==> src/rtl/data_types.sv <==
// data_types: shared word, PHT counter and branch checkpoint types for the branch predictor.
package data_types;
   typedef logic [31:0] word32_t;
   typedef logic [1:0] pht_cnt_t;
   localparam pht_cnt_t PHT_RESET = 2'b01;
   localparam int CKPT_IDX_W = 16;
   localparam int CKPT_GHR_W = 16;
   typedef struct packed {
      logic [CKPT_IDX_W-1:0] idx;
      logic                  pred;
      word32_t               alt_pc;
      logic [CKPT_GHR_W-1:0] ghr;
   } br_ckpt_t;
   function automatic pht_cnt_t pht_sat(input pht_cnt_t c, input logic up);
      return up ? ((c == 2'b11) ? c : c + 2'b01) : ((c == 2'b00) ? c : c - 2'b01);
   endfunction
endpackage

==> src/rtl/br_ckpt_queue.sv <==
// br_ckpt_queue: circular queue of branch checkpoints with synchronous clear.
module br_ckpt_queue
   import data_types::*;
#(
   parameter int DEPTH_POW2 = 2
) (
   input  logic                clk_i,
   input  logic                reset_i,
   input  logic                clear_i,
   input  logic                push_i,
   input  logic                pop_i,
   input  br_ckpt_t            din_i,
   output br_ckpt_t            head_o,
   output logic [DEPTH_POW2:0] count_o,
   output logic                full_o,
   output logic                empty_o
);
   localparam int DEPTH = 1 << DEPTH_POW2;
   br_ckpt_t mem [DEPTH];
   logic [DEPTH_POW2-1:0] wr_ptr;
   logic [DEPTH_POW2-1:0] rd_ptr;
   logic do_push;
   logic do_pop;
   assign full_o  = count_o == (DEPTH_POW2+1)'(DEPTH);
   assign empty_o = count_o == '0;
   assign do_push = push_i & !full_o;
   assign do_pop  = pop_i & !empty_o;
   assign head_o  = mem[rd_ptr];
   always_ff @(posedge clk_i or posedge reset_i)
      if (reset_i) begin
         wr_ptr  <= '0;
         rd_ptr  <= '0;
         count_o <= '0;
      end else if (clear_i) begin
         wr_ptr  <= '0;
         rd_ptr  <= '0;
         count_o <= '0;
      end else begin
         if (do_push) wr_ptr <= wr_ptr + 1'b1;
         if (do_pop) rd_ptr <= rd_ptr + 1'b1;
         count_o <= count_o + (DEPTH_POW2+1)'(do_push) - (DEPTH_POW2+1)'(do_pop);
      end
   // payload needs no reset; validity is carried by the pointers
   always_ff @(posedge clk_i)
      if (do_push && !clear_i) mem[wr_ptr] <= din_i;
endmodule

==> src/rtl/branch_pred_multi.sv <==
// branch_pred_multi: 2-bit PHT predictor with speculative GHR and a checkpoint queue of in-flight branches.
// Define BR_PRED_GSHARE_EN for a gshare index (PC xor GHR); otherwise the index is bimodal (PC only).
module branch_pred_multi
   import data_types::*;
#(
   parameter int HISTORY_BITS      = 3,
   parameter int PHT_IDX_BITS      = 6,
   parameter int IMM_WIDTH         = 12,
   parameter int MAX_INFLIGHT_POW2 = 2
) (
   input  logic                       clk_i,
   input  logic                       reset_i,
   input  word32_t                    program_counter_i,
   input  logic [IMM_WIDTH-1:0]       jump_imm_i,
   input  logic                       issuing_branch_i,
   output logic                       br_taken_o,
   output word32_t                    program_counter_branched_o,
   output logic                       stall_o,
   input  logic                       cond_eval_i,
   input  logic                       corr_pred_i,
   output logic                       flush_o,
   output word32_t                    recover_pc_o,
   output logic [MAX_INFLIGHT_POW2:0] inflight_o
);
   localparam int PHT_SIZE = 1 << PHT_IDX_BITS;
   pht_cnt_t pht [PHT_SIZE];
   logic [HISTORY_BITS-1:0] ghr;
   logic [HISTORY_BITS-1:0] head_ghr;
   logic [PHT_IDX_BITS-1:0] idx;
   logic [PHT_IDX_BITS-1:0] head_idx;
   word32_t target;
   word32_t pc_plus4;
   br_ckpt_t push_ckpt;
   br_ckpt_t head;
   logic full;
   logic empty;
   logic resolve;
   logic mispred;
   logic alloc;
   logic actual;
   logic unused_ckpt_bits;
   assign pc_plus4 = program_counter_i + 32'd4;
   assign target   = program_counter_i + {{(30-IMM_WIDTH){jump_imm_i[IMM_WIDTH-1]}}, jump_imm_i, 2'b00};
`ifdef BR_PRED_GSHARE_EN
   assign idx = program_counter_i[PHT_IDX_BITS+1:2] ^ PHT_IDX_BITS'(ghr);
`else
   assign idx = program_counter_i[PHT_IDX_BITS+1:2];
`endif
   assign br_taken_o                 = issuing_branch_i & pht[idx][1];
   assign program_counter_branched_o = br_taken_o ? target : pc_plus4;
   assign resolve      = cond_eval_i & !empty;
   assign mispred      = resolve & !corr_pred_i;
   assign alloc        = issuing_branch_i & !full & !mispred;
   assign actual       = corr_pred_i ? head.pred : !head.pred;
   assign head_idx     = head.idx[PHT_IDX_BITS-1:0];
   assign head_ghr     = head.ghr[HISTORY_BITS-1:0];
   assign stall_o      = full;
   assign flush_o      = mispred;
   assign recover_pc_o = mispred ? head.alt_pc : '0;
   assign push_ckpt = '{idx: CKPT_IDX_W'(idx), pred: br_taken_o,
                        alt_pc: br_taken_o ? pc_plus4 : target, ghr: CKPT_GHR_W'(ghr)};
   assign unused_ckpt_bits = ^{head.idx[CKPT_IDX_W-1:PHT_IDX_BITS], head.ghr[CKPT_GHR_W-1:HISTORY_BITS]};
   always_ff @(posedge clk_i or posedge reset_i)
      if (reset_i) begin
         for (int i = 0; i < PHT_SIZE; i++) pht[i] <= PHT_RESET;
         ghr <= '0;
      end else begin
         if (resolve) pht[head_idx] <= pht_sat(pht[head_idx], actual);
         if (mispred) ghr <= {head_ghr[HISTORY_BITS-2:0], actual};
         else if (alloc) ghr <= {ghr[HISTORY_BITS-2:0], br_taken_o};
      end
   br_ckpt_queue #(.DEPTH_POW2(MAX_INFLIGHT_POW2)) u_queue (
      .clk_i   (clk_i),
      .reset_i (reset_i),
      .clear_i (mispred),
      .push_i  (alloc),
      .pop_i   (resolve),
      .din_i   (push_ckpt),
      .head_o  (head),
      .count_o (inflight_o),
      .full_o  (full),
      .empty_o (empty)
   );
endmodule

==> config.mk <==
export PLATFORM = sky130hd
export DESIGN_NAME = branch_pred_multi
export DESIGN_NICKNAME = d
export VERILOG_FILES = /design/src/rtl/data_types.sv /design/src/rtl/br_ckpt_queue.sv /design/src/rtl/branch_pred_multi.sv
export SDC_FILE = /design/constraint.sdc
export NUM_CORES = 1
export LEC_CHECK = 0
export BUFFER_PORTS_ARGS = -buffer_cell sky130_fd_sc_hd__buf_2
export CAP_MARGIN = 20
export CORE_AREA = 8 8 196 198
export CTS_BUF_LIST = sky130_fd_sc_hd__clkbuf_16
export DETAILED_ROUTE_END_ITERATION = 12
export DIE_AREA = 0 0 204 206
export GPL_TIMING_DRIVEN = 1
export PLACE_DENSITY = 0.83
export SYNTH_ARGS = -nofsm -noshare
export SYNTH_HDL_FRONTEND = slang
export SYNTH_HIERARCHICAL = 1
export SYNTH_SLANG_ARGS = --single-unit
==> constraint.sdc <==
create_clock -name clk_i -period 8.1 [get_ports clk_i]
set_clock_uncertainty 0.05 [all_clocks]
set_input_delay 0 -clock clk_i [delete_from_list [all_inputs] [get_ports clk_i]]
set_output_delay 0 -clock clk_i [all_outputs]
set_load 0.01 [all_outputs]
Word-level counts from Yosys, hierarchy flattened
Memories as Yosys holds them, arrays and structs flattened.
Cells that the tools add are included.
- register bits: 138
- memory bits (writable): 168
- input port bits: 49
- output and inout port bits: 70
- memories: 1
- add/sub/neg operators: 8
- order comparisons: 3
- equality and inequality tests: 2
- multiplexer cells: 25
- bitwise operators: 9
- reductions and logical operators: 12
- memory list (name ; words ; bits a word ; rd ports ; clocked after Yosys merged registers in ; wr ports ; line ; source):
    u_queue.mem ; 4 ; 42 ; 1 ; 0 ; 1 ; br_ckpt_queue.sv:19 ; br_ckpt_t mem [DEPTH];
- operators with widths (kind ; count):
    $bwmux 128 ; 1
    $mux 32 ; 3
    $add 32x3->32 const B ; 1
    $add 32x32->32 ; 1
    $bmux 2 s6 ; 2
    $mux 2 ; 12
    $ge 7x7->1 const B ; 2
    $not 6->7 ; 2
    $demux 2 s6 ; 1
    $mux 3 ; 3
    $and 1x1->1 ; 7
    $lt 7x1->1 const B ; 1
    $add 2x1->2 const B ; 3
    $reduce_bool 2->1 ; 3
    $logic_not 1->1 ; 5
    $add 3x1->3 ; 1
    $eq 3x3->1 const B ; 1
    $logic_not 3->1 ; 1
    $mux 1 ; 3
    $sub 3x1->3 ; 1
    $eq 2x2->1 const B ; 1
    $logic_and 1x1->1 ; 2
    $logic_not 2->1 ; 1
    $sub 2x1->2 const B ; 1

Longest topological paths before layout
Gate-level depths: netlist of the first run.
- word-level depth: 10
- mapped depth: 16
- gate-level depth less buffers: 13

By module
The synthesis of the first run kept the hierarchy.
- modules (own cells, without submodules) (module ; times used ; cells each ; area each (um^2) ; seq. area each (um^2)):
    branch_pred_multi ; 1 ; 1112 ; 9947.0 ; 3358.2
    br_ckpt_queue ; 1 ; 389 ; 9865.7 ; 7982.7

Least setup slack after synthesis of the first run
OpenSTA, ideal clock, no wires.
- kind: reg-to-reg
- from: register u_queue.count_o[1]
- to: memory u_queue/mem[0][0] (netlist bit) (enable)
- setup time: 582 ps
- arrival: 6411 ps
- path slack: 1057 ps
- stages on the path, launching flop included: 9
- path buffers: 2
- path through: dfrtp_1 -> nor3_1 -> nor2b_1 -> nor2b_1 -> clkbuf_1 -> nor2_1 -> nand2b_1 -> buf_2 -> nor3b_1
- word-level cells in the longest chain between the ends: 10
- elaborated cells between the ends (all ways): 13
- classes of those cells: 1 x eq/ne; 2 x mux; 5 x bitwise; 5 x reduce/logical
- ends and longest elaborated chain (element ; line ; source):
    start: declaration ; br_ckpt_queue.sv:14 ; output logic [DEPTH_POW2:0] count_o,
    start signal: assignment ; br_ckpt_queue.sv:41 ; count_o <= count_o + (DEPTH_POW2+1)'(do_push) - (DEPTH_POW2+1)'(do_pop);
    $logic_not 3->1 ; br_ckpt_queue.sv:25 ; assign empty_o = count_o == '0;
    named net empty ; branch_pred_multi.sv:36 ; logic empty;
    $logic_not 1->1 ; branch_pred_multi.sv:51 ; assign resolve = cond_eval_i & !empty;
    $and 1x1->1 ; branch_pred_multi.sv:51 ;
    named net resolve ; branch_pred_multi.sv:37 ; logic resolve;
    $and 1x1->1 ; branch_pred_multi.sv:52 ; assign mispred = resolve & !corr_pred_i;
    named net flush_o ; branch_pred_multi.sv:21 ; output logic flush_o,
    $logic_not 1->1 ; branch_pred_multi.sv:53 ; assign alloc = issuing_branch_i & !full & !mispred;
    $and 1x1->1 ; branch_pred_multi.sv:53 ;
    named net alloc ; branch_pred_multi.sv:39 ; logic alloc;
    $and 1x1->1 ; br_ckpt_queue.sv:26 ; assign do_push = push_i & !full_o;
    $logic_and 1x1->1 ; br_ckpt_queue.sv:45 ; if (do_push && !clear_i) mem[wr_ptr] <= din_i;
    $mux 1 ; br_ckpt_queue.sv:45 ;
    $mux 1 (not written as such) ; br_ckpt_queue.sv:45 ;
    end: declaration ; br_ckpt_queue.sv:19 ;
The timed path passes the listed nets, and every way through them passes these cells.

==> flow_metrics.py, run 1 <==
metrics = {
    "yosys": {
        "ys.warnings.count": 6,
        "synth_area_sq_mm": 0.0160,
        "syn_area_per_cell_sq_um": 11.8,
        "netlist_instances": 1356,
        "syn_nets": 1443,
    },
    "timing": {
        "period_needed_ns": 4.78,
        "rsz0062_at_grt": "false",
        "max_freq_mhz": 209,
        "relSlewSlack": 0.267,
        "drv_slew": 0,
        "finalHoldViolCount": 0,
        "tightest_slew_ns": 1.10,
        "tns_ns": 0,
        "min_period_over_period": 0.590,
        "setup_viol": 0,
    },
    "clock_network": {
        "path_clk_slew_ns": 0.06,
        "clk_latency_ns": 0.57,
        "clockBufferDepth": 3,
        "cts_tree": "yes",
        "cts-htree-levels": 1,
        "post_cts_buffers": 0,
        "cts_root_buf": "clkbuf_16",
        "clock-sinks": 291,
        "cts_buffers": 31,
    },
    "setup_path": {
        "critPathMaxFanout": 41,
        "worstSetupPathType": "flip-flop to flip-flop",
        "required_ns": 8.53,
        "worstPathArrival_ns": 5.21,
        "cp-start-kind": "flip-flop",
        "end_kind": "flip-flop",
    },
    "global_routing": {
        "grt_max_degree": 72,
        "grt.total_usage": 0.192,
        "first_global_vias": 11400,
        "overflow": 0,
        "grt_pass1_wl_mm": 64.2,
        "antenna_found_initial": 5,
    },
    "place": {
        "gp_congestion": 0.910,
        "port_buffers": 118,
        "dp_hpwl_mm": 28.2,
        "dp.cells": 1872,
    },
    "power_and_ir_drop": {
        "ir_drop_mv": 0.390,
        "p_leak_nw": 6.89,
        "cellPowerDensity_mw_per_mm2": 340,
    },
    "route": {
        "drc_errors": 0,
        "ant_nets": 0,
        "drt-pass1-iter-count": 5,
        "wl_per_cell_um": 21.3,
        "first_iter_violations": 1204,
        "vias": 11600,
        "avgViaCountPerCell": 5.94,
        "drt_wl_total_mm": 41.4,
    },
    "die": {
        "die_h_um": 206,
        "pin_count": 119,
        "die-area_sq_mm": 0.0420,
        "rows": 69,
        "core_area_sq_mm": 0.0352,
        "die_x_um": 204,
        "initial_core_util": 0.453,
    },
    "final_layout": {
        "drive_gt1_frac": 0.267,
        "nFillCells": 2919,
        "final_nets": 1549,
        "stdcell_count": 1948,
        "area_growth_pct": 12.5,
    },
    "flow_run": {
        "cap_viol_max_count": 0,
    },
    "min_path": {
        "hold_class": "input port to flip-flop",
    },
    "run_status": {
        "status": "completed",
    },
}
## cells in the final DEF (no fill, tap or decap), types with 14 or more instances in the layout
cell,n
mux2i_1,65
nor3_1,23
and2_1,42
o21ai_0,81
xor2_1,30
a21oi_1,50
dfstp_2,64
mux4_2,70
inv_1,29
a21oi_2,14
edfxtp_1,156
xnor2_1,28
o21ai_2,44
dlygate4sd3_1,15
buf_4,15
dfrtp_1,70
clkbuf_16,31
nor2_1,80
nand3_1,23
nand2_1,211
ha_1,36
buf_2,118
## routing by layer
metal | vias to the layer above | wire length (um) | GRT usage
met1 | 5669 | 16800 | 0.256
met4 | 4 | 1900 | 0.0841
met2 | 524 | 19000 | 0.303
met5 | - | 23 | 0
li1 | 5245 | - | -
met3 | 133 | 3680 | 0.0390
## stage by stage
stage / total power, mW / hold WS [ns] / cell area, sq um / utilization / setup WS [ns]
finish: 6.10 / 0.0124 / 17900 / 0.509 / 3.32
global route: 6.42 / 0.0374 / 17900 / 0.509 / 2.90
CTS: 6.01 / 0.000119 / 17900 / 0.507 / 2.96
detailed placement: 4.70 / -0.0491 / 16800 / 0.477 / 3.04
global placement: 4.61 / -0.0531 / 16800 / 0.477 / 3.15
floorplan: 4.18 / -0.247 / 16000 / - / 3.07
## worst paths after layout
path / startpoint / to / slack (ns) / depth (start not counted)
max: u_queue/rd_ptr[0]$_DFFE_PP0P_ / pht[122]$_DFFE_PP1P_ / 3.32 / 11
min: program_counter_i[2] / u_queue/mem[3][49]$_DFFE_PP_ / 0.01 / 1
max reg2reg: u_queue/rd_ptr[0]$_DFFE_PP0P_ / pht[122]$_DFFE_PP1P_ / 3.32 / 11
min reg2reg: pht[84]$_DFFE_PP1P_ / pht[84]$_DFFE_PP1P_ / 0.42 / 2
max in group asynchronous: reset_i / pht[59]$_DFFE_PP0P_ / 6.62 / 4
min in group asynchronous: reset_i / pht[101]$_DFFE_PP0P_ / 0.12 / 3
## power breakdown
group | internal, mW | switching (mW) | leakage [nW] | total [mW]
Sequential | 2.04 | 0.201 | 3.04 | 2.24
Clock | 0.726 | 0.568 | 0.484 | 1.29
Combinational | 0.938 | 1.62 | 3.37 | 2.56
## area by class of cell
class                   count  area [sq um]  area share
well taps                 461           577      0.0321
multi-input cells         965          7290       0.406
inverters                  22          85.1     0.00474
clock buffers              31           776      0.0432
clock inverters            24           150     0.00837
repair buffers            151           913      0.0509
flip-flops and latches    291          8140       0.454
diodes                      3          7.51    0.000418
## what timing repair did
action | 4_1_cts | 5_1_grt
hold buffers | 15 | 0
setup endpoints to repair | 0 | 0
hold endpoints to repair | 89 | 0
resized for setup | 0 | 0
## sequential cells by signal, summed over array words and instances (netlist names)
| name | flops |
|---|---|
| pht | 128 |
| u_queue/wr_ptr | 2 |
| u_queue/mem | 156 |
| u_queue/count_o | 3 |
| u_queue/rd_ptr | 2 |
## worst max-delay path, cell delays in order (launching register included)
cell     delay (ns)
dfrtp_2        0.34
buf_4          0.60
mux4_2         0.87
inv_1          0.51
nand2_1        0.31
o22ai_1        0.12
o21ai_0        0.18
nand3_1        0.11
nor4_2         0.37
maj3_4         0.67
buf_12         0.31
o21ai_0        0.16
No activity file was read; power rests on OpenSTA's default activity.
==> run 2, diff against run 1 <==
clock period = 4.8 ns   (was 8.1 ns; I/O delays follow)
==> flow_metrics.py, run 2 (synthesis results as in run 1) <==
metrics = {
    "setup_path": {
        "r2r_setup_slack_ns": 0.59,
        "end_kind": "primary output",
        "required_ns": 4.75,
        "worstPathArrival_ns": 4.17,
        "r2r_end": "pht[120]$_DFFE_PP1P_",
        "worstSetupPathType": "input port to primary output",
        "critPathMaxFanout": 24,
        "cp-start-kind": "input port",
        "r2r-start": "u_queue/rd_ptr[0]$_DFFE_PP0P_",
        "ff2ff_path_depth": 10,
    },
    "die": {
        "initial_core_util": 0.453,
        "die_x_um": 204,
        "pin_count": 119,
        "core_area_sq_mm": 0.0352,
        "die-area_sq_mm": 0.0420,
        "die_h_um": 206,
        "rows": 69,
    },
    "min_path": {
        "hold_end": "pht[96]$_DFFE_PP1P_",
        "hold_class": "input port to flip-flop",
        "worstHoldPathCells": 5,
        "hold_start": "cond_eval_i",
    },
    "timing": {
        "relSlewSlack": 0.324,
        "max_freq_mhz": 237,
        "tightest_slew_ns": 1.01,
        "rsz0062_at_grt": "false",
        "finalHoldViolCount": 0,
        "drv_slew": 0,
        "min_period_over_period": 0.879,
        "setup_ws_ns": 0.582,
        "hold_slack_ns": 0.0286,
        "tns_ns": 0,
        "period_needed_ns": 4.22,
        "setup_viol": 0,
    },
    "clock_network": {
        "clockBufferDepth": 3,
        "cts_tree": "yes",
        "cts_buffers": 31,
        "cts_root_buf": "clkbuf_16",
        "clock-sinks": 291,
        "path_clk_slew_ns": 0.06,
        "clk_latency_ns": 0.57,
        "cts-htree-levels": 1,
    },
    "route": {
        "drt_wl_total_mm": 43.5,
        "drc_errors": 0,
        "met2_length_mm": 20.6,
        "met3WireLength_mm": 3.70,
        "vias": 11700,
        "top_layer": "met5",
        "wl_per_cell_um": 22.1,
        "avgViaCountPerCell": 5.96,
        "ant_nets": 0,
        "drt-pass1-iter-count": 5,
        "met1_length_mm": 17.2,
        "first_iter_violations": 1155,
    },
    "final_layout": {
        "final_nets": 1564,
        "utilization": 0.517,
        "design_area_sq_mm": 0.0182,
        "seqCellArea_sq_mm": 0.00814,
        "multi_input_area_sq_mm": 0.00729,
        "layout_common_cells": "nand2_1, edfxtp_1, buf_2",
        "reg_top3": "u_queue/mem x156, pht x128, u_queue/count_o x3",
        "nFillCells": 2948,
        "largest_register": "u_queue/mem",
        "area_growth_pct": 14.1,
        "drive_gt1_frac": 0.280,
        "largest_reg_flops": 156,
        "mostFrequentLayoutCell": "nand2_1",
    },
    "place": {
        "dpl_cell_area_sq_mm": 0.0169,
        "gp_congestion": 0.895,
        "place_ws_ns": 0.691,
        "dp_hpwl_mm": 30.3,
        "port_buffers": 118,
    },
    "power_and_ir_drop": {
        "ir_drop_mv": 0.512,
        "cellPowerDensity_mw_per_mm2": 592,
        "p_leak_nw": 7.02,
    },
    "global_routing": {
        "overflow": 0,
        "grt.total_usage": 0.202,
        "first_global_vias": 11700,
        "grt_max_degree": 78,
        "antenna_found_initial": 6,
        "grt_pass1_wl_mm": 67.0,
    },
    "run_status": {
        "status": "completed",
    },
    "flow_run": {
        "cap_viol_max_count": 0,
    },
}
run 2: cell count changes in the layout (fill, tap and decap cells not counted), sizes merged:
cell,before,now
buf,136,150
bufinv,1,6
inv,34,30
clkinv,11,9
clkinvlp,0,2
clkbuf,31,32
diode,3,4
dlygate4sd3,15,16
run 2: how the worst max path moves through the flow:
stage / from / to / cells after the start
2_1_floorplan: u_queue/count_o[1]$_DFF_PP0_ / u_queue/mem[0][16]$_DFFE_PP_ / 8
3_3_place_gp: u_queue/rd_ptr[0]$_DFFE_PP0P_ / pht[120]$_DFFE_PP1P_ / 10
3_5_place_dp: u_queue/rd_ptr[0]$_DFFE_PP0P_ / pht[120]$_DFFE_PP1P_ / 9
4_1_cts: program_counter_i[2] / program_counter_branched_o[14] / 9
5_1_grt: u_queue/rd_ptr[0]$_DFFE_PP0P_ / pht[120]$_DFFE_PP1P_ / 11
6_report: program_counter_i[3] / program_counter_branched_o[26] / 11
run 2: cell type report:
| class | instances | area share |
|---|---|---|
| sequential | 291 | 0.447 |
| timing repair buffer | 166 | 0.0558 |
| antenna | 4 | 0.000550 |
| clock inverter | 25 | 0.0159 |
| tap | 461 | 0.0317 |
| inverter | 22 | 0.00467 |
| clock buffer | 32 | 0.0440 |
| multi-input combinational | 965 | 0.400 |
run 2: worst max-delay path, stage by stage:
cell,delay (ns)
dlygate4sd3_1,0.57
buf_2,0.43
buf_4,0.31
mux4_2,0.55
a22oi_1,0.18
a31oi_1,0.15
a211oi_2,0.22
a211o_2,0.49
inv_1,0.60
mux2i_1,0.42
buf_2,0.21
run 2: report_power, final:
| group | internal, mW | leakage, nW | switching [mW] |
|---|---|---|---|
| clock network | 1.53 | 0.552 | 1.00 |
| registers | 3.44 | 3.04 | 0.381 |
| logic | 1.65 | 3.43 | 2.77 |
| total | 6.63 | 7.02 | 4.15 |
run 2: per-layer routing:
layer,vias to the layer above,GRT usage
met5,-,0
met4,4,0.0939
met3,141,0.0404
met2,589,0.327
met1,5714,0.261
li1,5268,-
run 2: what timing repair did:
item                      4_1_cts  5_1_grt
setup buffers                   0        0
resized for setup               0        0
hold buffers                   16        0
hold endpoints to repair       96        0
run 2: metrics by stage:
step,instances,total power [mW]
finish,1966,10.8
floorplan,1356,7.05
global placement,1889,7.99
detailed placement,1889,8.17
CTS,1962,10.8
global route,1965,11.3
==> run 3, diff against run 2 <==
--- a/config.mk
+++ b/config.mk
@@ -9,8 +9,8 @@
 export CAP_MARGIN = 20
-export CORE_AREA = 8 8 196 198
+export CORE_AREA = 2 2 193 195
 export CTS_BUF_LIST = sky130_fd_sc_hd__clkbuf_16
 export DETAILED_ROUTE_END_ITERATION = 12
-export DIE_AREA = 0 0 204 206
+export DIE_AREA = 0 0 195 197
 export GPL_TIMING_DRIVEN = 1
-export PLACE_DENSITY = 0.83
+export PLACE_DENSITY = 0.81
 export SYNTH_ARGS = -nofsm -noshare
==> constraint.sdc (replaced) <==
create_clock -name clk_i -period 4.8 [get_ports clk_i]
set_clock_uncertainty 0.05 [all_clocks]
set_input_delay 0.96 -clock clk_i [delete_from_list [all_inputs] [get_ports clk_i]]
set_output_delay 0.96 -clock clk_i [all_outputs]
set_load 0.01 [all_outputs]
==> flow_metrics.py, run 3 (synthesis results as in run 1) <==
metrics = {
    "route": {
        "drt_wl_total_mm": 41.7,
        "drc_errors": 0,
        "drt-pass1-iter-count": 5,
        "vias": 11600,
        "avgViaCountPerCell": 5.89,
        "wl_per_cell_um": 21.2,
        "first_iter_violations": 1367,
        "ant_nets": 0,
    },
    "timing": {
        "relSlewSlack": 0.428,
        "drv_slew": 0,
        "min_period_over_period": 1.00,
        "finalHoldViolCount": 0,
        "setup_viol": 1,
        "max_freq_mhz": 208,
        "setup_ws_ns": -0.0188,
        "rsz0062_at_grt": "true",
        "period_needed_ns": 4.82,
        "tightest_slew_ns": 0.855,
    },
    "setup_path": {
        "worstSetupPathType": "input port to primary output",
        "crit_path_top_delay_cell": "mux4_2",
        "path_cells": "buf_2 > buf_4 > mux4_2 > mux4_2 > a211oi_2 > a211o_2 > buf_12 > mux2i_1 > buf_2",
        "critPathMaxFanout": 47,
        "ff2ff_path_depth": 10,
        "r2r_end": "pht[57]$_DFFE_PP0P_",
        "r2r-start": "u_queue/rd_ptr[0]$_DFFE_PP0P_",
        "end_kind": "primary output",
        "worstPathArrival_ns": 3.81,
        "path_delay_family": "multiplexers",
        "cp-start-kind": "input port",
        "crit_buf_inv": 4,
        "cpPeakStageDelay_ns": 0.53,
        "required_ns": 3.79,
        "crit_start": "program_counter_i[2]",
        "r2r_setup_slack_ns": 0.54,
    },
    "die": {
        "initial_core_util": 0.440,
        "die_h_um": 197,
        "core_area_sq_mm": 0.0363,
        "die_x_um": 195,
        "pin_count": 119,
        "die-area_sq_mm": 0.0384,
        "rows": 70,
    },
    "clock_network": {
        "path_clk_slew_ns": 0.06,
        "clockBufferDepth": 3,
        "clk_latency_ns": 0.55,
        "cts-htree-levels": 1,
        "cts_tree": "yes",
        "clock-sinks": 291,
        "cts.hold.buffers_added": 0,
        "cts_root_buf": "clkbuf_16",
        "cts_buffers": 29,
    },
    "place": {
        "place_ws_ns": -0.0216,
        "gp_congestion": 0.944,
        "port_buffers": 118,
        "dp_hpwl_mm": 29.4,
    },
    "final_layout": {
        "multi_input_area_sq_mm": 0.00730,
        "area_growth_pct": 13.6,
        "nFillCells": 3157,
        "reg_top3": "u_queue/mem x156, pht x128, u_queue/count_o x3",
        "utilization": 0.500,
        "seqCellArea_sq_mm": 0.00815,
        "mostFrequentLayoutCell": "nand2_1",
        "layout_common_cells": "nand2_1, edfxtp_1, buf_2",
        "largest_reg_flops": 156,
        "final_nets": 1566,
        "largest_register": "u_queue/mem",
        "drive_gt1_frac": 0.292,
    },
    "power_and_ir_drop": {
        "p_leak_nw": 7.01,
        "ir_drop_mv": 0.395,
        "cellPowerDensity_mw_per_mm2": 581,
    },
    "run_status": {
        "status": "finished, violations left",
        "violations": "setup timing",
    },
    "global_routing": {
        "overflow": 0,
        "antenna_found_initial": 2,
        "first_global_vias": 11500,
        "grt_pass1_wl_mm": 65.1,
        "grt.total_usage": 0.216,
        "grt_max_degree": 57,
    },
    "min_path": {
        "hold_class": "input port to async pin",
    },
    "flow_run": {
        "cap_viol_max_count": 0,
    },
}
==> run 3: timing repair <==
item / in CTS / in global routing
resized for setup: 1 / 6
endpoints found under the setup margin: 1 / 8
buffers inserted: 0 / 0
==> run 3: report_power, final <==
group | internal (mW) | leakage [nW] | switching, mW
sequential | 3.44 | 3.04 | 0.354
combinational | 1.66 | 3.47 | 2.79
clock | 1.37 | 0.497 | 0.926
total | 6.46 | 7.01 | 4.07
==> run 3: how the worst max path moves through the flow <==
stage / endpoint / cells after the start / slack [ns]
floorplan: u_queue/mem[0][16]$_DFFE_PP_ / 7 / -0.49
global placement: program_counter_branched_o[30] / 12 / 0.02
detailed placement: program_counter_branched_o[30] / 12 / -0.02
CTS: program_counter_branched_o[4] / 9 / 0.05
global route: program_counter_branched_o[29] / 11 / -0.04
finish: program_counter_branched_o[4] / 9 / -0.02
==> run 3: worst register-to-register path, stage by stage (launching register included) <==
cell,delay [ns]
dfrtp_2,0.51
mux4_2,0.96
buf_4,0.38
mux4_2,0.34
mux2i_1,0.26
o211a_1,0.20
o2111ai_1,0.19
a211oi_1,0.28
maj3_2,0.57
buf_12,0.28
o21ai_0,0.14
==> run 3: metal layers <==
metal / up-vias / share of wire / routed length, um / global-route usage
met2: 537 / 0.46 / 19300 / 0.339
met5: - / 0.00022 / 9 / 0
met3: 100 / 0.085 / 3550 / 0.0430
met4: 2 / 0.031 / 1280 / 0.0707
met1: 5683 / 0.42 / 17500 / 0.303
li1: 5275 / - / - / -
==> run 3: final cells by class <==
type / count / share of cell area
multi-input combinational: 965 / 0.403
timing repair buffer: 170 / 0.0569
clock inverter: 24 / 0.0135
clock buffer: 29 / 0.0400
inverter: 22 / 0.00469
antenna: 1 / 0.000138
sequential: 291 / 0.449
tap: 468 / 0.0323
==> run 3: metrics by stage <==
stage | setup TNS, ns | cells | instance area [sq um] | hold WS [ns] | power (mW)
after global placement | 0 | 1916 | 17100 | 0.399 | 8.07
after global routing | -0.0693 | 1970 | 18100 | 0.367 | 11.1
final | -0.0188 | 1970 | 18100 | 0.356 | 10.5
after CTS | 0 | 1969 | 18100 | 0.342 | 10.5
after floorplan | -75.74 | 1356 | 16000 | 0.392 | 7.05
after detailed placement | -0.0216 | 1916 | 17100 | 0.409 | 8.19
